### src/rtl/lcd_frame_read_master.sv
// Avalon-MM pipelined read master that streams one frame of 64-bit words into a pixel stream.
// Optional LCD_FRAME_READ_MASTER_UNDERFLOW_CNT_EN adds a saturating stream-underflow counter.
module lcd_frame_read_master #(
  parameter int unsigned FIFO_DEPTH  = 64,
  parameter int unsigned MAX_PENDING = 8
) (
  input  logic        clk,
  input  logic        reset_n,
  input  logic        start,
  input  logic [22:0] base_address,
  input  logic [22:0] word_count,
  output logic        busy,
  output logic [22:0] m_address,
  output logic        m_read,
  output logic [7:0]  m_byteenable,
  input  logic        m_waitrequest,
  input  logic [63:0] m_readdata,
  input  logic        m_readdatavalid,
  output logic [63:0] out_data,
  output logic        out_valid,
  input  logic        out_ready,
  output logic        out_sop,
  output logic        out_eop
`ifdef LCD_FRAME_READ_MASTER_UNDERFLOW_CNT_EN
  ,
  output logic [15:0] underflow_count
`endif
);

  localparam int unsigned AddrW = $clog2(FIFO_DEPTH);
  // Wide enough to hold pending + fifo_used without overflow.
  localparam int unsigned CntW  = AddrW + 2;

  typedef enum logic [1:0] {StIdle, StRun, StDrain} state_e;

  state_e            state_q;
  logic [22:0]       addr_q;
  logic [22:0]       count_q;
  logic [22:0]       issued_q;
  logic [22:0]       popped_q;
  logic [CntW-1:0]   pending_q;
  logic [CntW-1:0]   used_q;
  logic [AddrW-1:0]  wr_ptr_q;
  logic [AddrW-1:0]  rd_ptr_q;
  logic [63:0]       mem_q [FIFO_DEPTH];

  logic            start_ok;
  logic            issue;
  logic            push;
  logic            pop;
  logic            pend_ok;
  logic            room_ok;
  logic [CntW-1:0] inflight;

  always_comb begin
    start_ok = (state_q == StIdle) && start && (word_count != '0);
    inflight = pending_q + used_q;
    pend_ok  = pending_q < CntW'(MAX_PENDING);
    // Reserving FIFO space for every outstanding read makes overflow impossible.
    room_ok  = inflight < CntW'(FIFO_DEPTH);
    m_read   = (state_q == StRun) && (issued_q < count_q) && pend_ok && room_ok;
    issue    = m_read && !m_waitrequest;
    // Returns with nothing outstanding are stale reads from before a reset.
    push     = m_readdatavalid && (pending_q != '0);
    out_valid = (used_q != '0);
    pop      = out_valid && out_ready;
    out_data = mem_q[rd_ptr_q];
    out_sop  = out_valid && (popped_q == '0);
    out_eop  = out_valid && (popped_q == (count_q - 23'd1));
    busy     = (state_q != StIdle);
    m_address    = addr_q;
    m_byteenable = 8'hFF;
  end

  always_ff @(posedge clk or negedge reset_n) begin
    if (!reset_n) begin
      state_q   <= StIdle;
      addr_q    <= '0;
      count_q   <= '0;
      issued_q  <= '0;
      popped_q  <= '0;
      pending_q <= '0;
      used_q    <= '0;
      wr_ptr_q  <= '0;
      rd_ptr_q  <= '0;
    end else begin
      unique case (state_q)
        StIdle: begin
          if (start_ok) begin
            state_q  <= StRun;
            addr_q   <= base_address;
            count_q  <= word_count;
            issued_q <= '0;
            popped_q <= '0;
          end
        end
        StRun: begin
          if (issue && ((issued_q + 23'd1) == count_q)) begin
            state_q <= StDrain;
          end
        end
        StDrain: begin
          if ((pending_q == '0) && (used_q == '0) && (popped_q == count_q)) begin
            state_q <= StIdle;
          end
        end
        default: state_q <= StIdle;
      endcase

      if (issue) begin
        addr_q   <= addr_q + 23'd1;
        issued_q <= issued_q + 23'd1;
      end

      if (issue && !push) begin
        pending_q <= pending_q + CntW'(1);
      end else if (!issue && push) begin
        pending_q <= pending_q - CntW'(1);
      end

      if (push) begin
        wr_ptr_q <= wr_ptr_q + AddrW'(1);
      end
      if (pop) begin
        rd_ptr_q <= rd_ptr_q + AddrW'(1);
        popped_q <= popped_q + 23'd1;
      end

      if (push && !pop) begin
        used_q <= used_q + CntW'(1);
      end else if (!push && pop) begin
        used_q <= used_q - CntW'(1);
      end
    end
  end

  always_ff @(posedge clk) begin
    if (push) begin
      mem_q[wr_ptr_q] <= m_readdata;
    end
  end

`ifdef LCD_FRAME_READ_MASTER_UNDERFLOW_CNT_EN
  logic [15:0] underflow_q;

  always_ff @(posedge clk or negedge reset_n) begin
    if (!reset_n) begin
      underflow_q <= '0;
    end else if (start_ok) begin
      underflow_q <= '0;
    end else if (busy && out_ready && !out_valid && (underflow_q != 16'hFFFF)) begin
      underflow_q <= underflow_q + 16'd1;
    end
  end

  assign underflow_count = underflow_q;
`endif

endmodule

### config.mk
export PLATFORM = sky130hd
export DESIGN_NAME = lcd_frame_read_master
export DESIGN_NICKNAME = d
export VERILOG_FILES = /design/src/rtl/lcd_frame_read_master.sv
export SDC_FILE = /design/constraint.sdc
export NUM_CORES = 2
export LEC_CHECK = 0
export BUFFER_PORTS_ARGS = -buffer_cell sky130_fd_sc_hd__buf_2
export CELL_PAD_IN_SITES_DETAIL_PLACEMENT = 1
export CELL_PAD_IN_SITES_GLOBAL_PLACEMENT = 2
export CORE_ASPECT_RATIO = 0.6
export CORE_MARGIN = 1.5
export CORE_UTILIZATION = 51
export DETAILED_ROUTE_END_ITERATION = 8
export PLACE_DENSITY = 0.88
export SLEW_MARGIN = 5
export SYNTH_ARGS = -nofsm -noshare
export SYNTH_HDL_FRONTEND = slang
export SYNTH_SLANG_ARGS = --single-unit
### constraint.sdc
create_clock -name clk -period 5.4 [get_ports clk]
set_clock_uncertainty 0.05 [all_clocks]
set_input_delay 0.54 -clock clk [delete_from_list [all_inputs] [get_ports clk]]
set_output_delay 0.54 -clock clk [all_outputs]
set_load 0.01 [all_outputs]
==> metrics.yaml <==
synthesis:
  synth_sequential_area_ratio_pct: 77.0
  ys_warn_count: 0
  synth_area_per_cell_um2: 23.7
  syn_area_mm2: 0.164
  async_flop_share_pct: 2.89
  synth_top_area_share_pct: 75.1
  synth.most_common_cell: "edfxtp_1"
  synth_flop_cell: "edfxtp_1"
  synthCells: 6917
  ys_ff_latch: 4218
  synth_compound_area_share_pct: 0.993
  synthSimpleGateAreaFrac_pct: 1.46
  yosys-top-cells-count: "edfxtp_1 (4,096), mux4_2 (1,344), clkbuf_1 (238), nand2_1 (131), nor2_1 (126)"
  yosys-top-cells-area: "edfxtp_1 (75%), mux4_2 (18%), dfrtp_1 (1.9%)"
  synth-edff-count: 4096
  synthAdderAreaFrac_pct: 0.407
  synth_xor_area_share_pct: 0.449
  synth_cell_types: 69
  synth_top_area_cell: "edfxtp_1"
  synth_top_family_by_area: "multiplexers"
  synth_mux_area_share_pct: 18.6
floorplanning:
  die_h_um: 442
  pin_count: 216
  rows: 160
  die_x_um: 734
  dieArea_mm2: 0.325
  start_util_pct: 51.5
  coreArea_mm2: 0.318
critical_path:
  r2r-end: "state_q[1]$_DFFE_PN0P_"
  crit_path_start_kind: "flip-flop"
  cp_cell_sequence: "buf_12, buf_12, buf_12, mux4_2, mux4_2, mux4_2, buf_2"
  reg2reg_slack_ps: 500
  crit_fanout: 24
  slowest_stage: "dfrtp_4"
  r2r_start: "issued_q[0]$_DFFE_PN0P_"
  worstSetupEndpointType: "output port"
  path_class: "reg2out"
  crit_required_ps: 4810
  r2r_cells: 8
  crit_start: "rd_ptr_q[0]$_DFFE_PN0P_"
  arrival_ps: 4660
  cp_slowest_stage_delay_ps: 920
routing:
  wl_met2_mm: 233
  detail_route.wirelength.met1_mm: 181
  top_layer: "met5"
  avgRoutedWirePerCell_um: 43.2
  vias_per_cell: 7.15
  route.detailed.drc: 0
  drtIter0Drc: 15400
  met3_length_mm: 76.3
  ant_nets: 0
  drt-pass1-iter-count: 6
  vias: 85400
  drt_wl_total_mm: 517
clocking:
  clock-root-buffer: "clkbuf_16"
  h-tree-depth: 5
  cts_buffers: 366
  cts_tree: "done"
  insertion_delay_ps: 980
  cts_sinks: 4218
  cts.clk_slew.worst_paths_ps: 70
  post_cts_buffers: 0
  clockBufferDepth: 4
worst_hold_path:
  worst_hold_startpoint: "m_readdatavalid"
  holdPathEnd: "wr_ptr_q[0]$_DFFE_PN0P_"
  hold_depth: 3
  hold_class: "in2reg"
timing:
  timing.fmax_ghz: 0.191
  fin_crit_sh_pct: 97.1
  rsz0062_at_grt: "no"
  setup_viol: 0
  timing.final.crit_period_ps: 5250
  hold_viol: 0
  slew_violations: 1
  tns_ps: 0
  tightest_slew_ps: 1500
  relSlewSlack_pct: -0.608
job:
  maxCapViolCount: 1
global_routing:
  grt_max_degree: 108
  antenna_found_initial: 25
  grt_pass1_vias: 87500
  globalRoute.totalOverflow: 0
  grt_pass1_wl_mm: 712
  grt_usage_pct: 31.8
power_and_ir_drop:
  total_power_mw: 93.9
  power_density_mw_per_mm2: 509
  power_leakage_nw: 57.4
  ir_drop_v: 0.000466
run_status:
  violations: "max-capacitance violations, max-slew violations"
  outcome: "finished, violations left"
placement:
  routabilityCongestion: 0.893
  dpl_cell_area_mm2: 0.172
  dp_hpwl_mm: 253
  port-buffer-count: 207
cells_and_area:
  post-route-cell-area_mm2: 0.184
  drive_gt1_share_pct: 31.4
  layout.nets: 7603
  area_growth_pct: 12.7
state kept, by name, summed over array words and instances (netlist names):
signal	cells
used_q	8
wr_ptr_q	6
state_q	2
issued_q	23
rd_ptr_q	6
pending_q	8
m_address	23
mem_q	4096
count_q	23
popped_q	23
layout make-up:
type	count	area (um2)
diodes	8	20.0
clock buffers	433	9540
clock inverters	223	2320
fillers	26100	134000
inverters	71	267
multi-input cells	2263	36400
flip-flops and latches	4218	126000
well taps	4212	5270
repair buffers	515	4560
kinds of logic (layout without fill, tap and decap cells):
group	after synthesis	in the layout
adders and majority gates	52	52
xor gates and xnor gates	84	84
buffers and inverters	443	1242
and+or+nand+nor	490	490
muxes	1363	1363
DFF	4218	4218
AOI/OAI and AO/OA	266	266
other	1	16
cells in the final DEF (no fill, tap or decap), drive strengths merged, types with 53 or more instances in the layout:
cell and instances:
a21oi 58, buf 468, clkbuf 433, clkinv 160, dfrtp 122, edfxtp 4096, inv 77, mux4 1344
nand2 131, nand3 53, nor2 126, o21ai 103
worst max-delay path, delay by kind of cell (launching register included):
| kind | cells | cell delay (ps) |
|---|---|---|
| mux | 3 | 1650 |
| flops | 1 | 920 |
| buf+inv | 4 | 1000 |
how the worst max path moves through the flow:
stage | cells past startpoint | slack (ps) | to
4_1_cts | 7 | 130 | out_data[4]
5_1_grt | 7 | 70 | out_data[7]
2_1_floorplan | 4 | 980 | mem_q[10][0]$_DFFE_PP_
6_report | 7 | 150 | out_data[4]
3_5_place_dp | 19 | 750 | pending_q[7]$_DFFE_PN0P_
3_3_place_gp | 19 | 700 | pending_q[7]$_DFFE_PN0P_
what timing repair did:
action | CTS | global route
hold endpoints to repair | 92 | 0
gates resized for setup | 0 | 0
hold buffers | 47 | 0
per-stage QoR:
step                      hold slack [ps]  std cells  util, %  setup WS [ps]
after floorplan                       194       6924        -            981
after global placement                464      11200     54.1            698
after detailed placement              500      11200     54.1            750
after CTS                            2.30      11900     58.0            129
after global routing                 39.3      11900     58.0           68.2
final                                54.1      11900     58.0            154
report_power, final:
group	leakage, nW	internal, mW	total (mW)	switching, mW
clock network	5.77	14.7	27.2	12.5
registers	38.4	37.3	38.6	1.31
logic	13.2	13.1	28.1	15.0
total	57.4	65.1	93.9	28.8
routing by layer:
metal | vias up | track usage, %
met5 | - | 0
met4 | 16 | 13.8
met3 | 1566 | 8.41
met2 | 7840 | 47.4
met1 | 45300 | 44.9
li1 | 30700 | -
(Power assumes the default switching activity.)
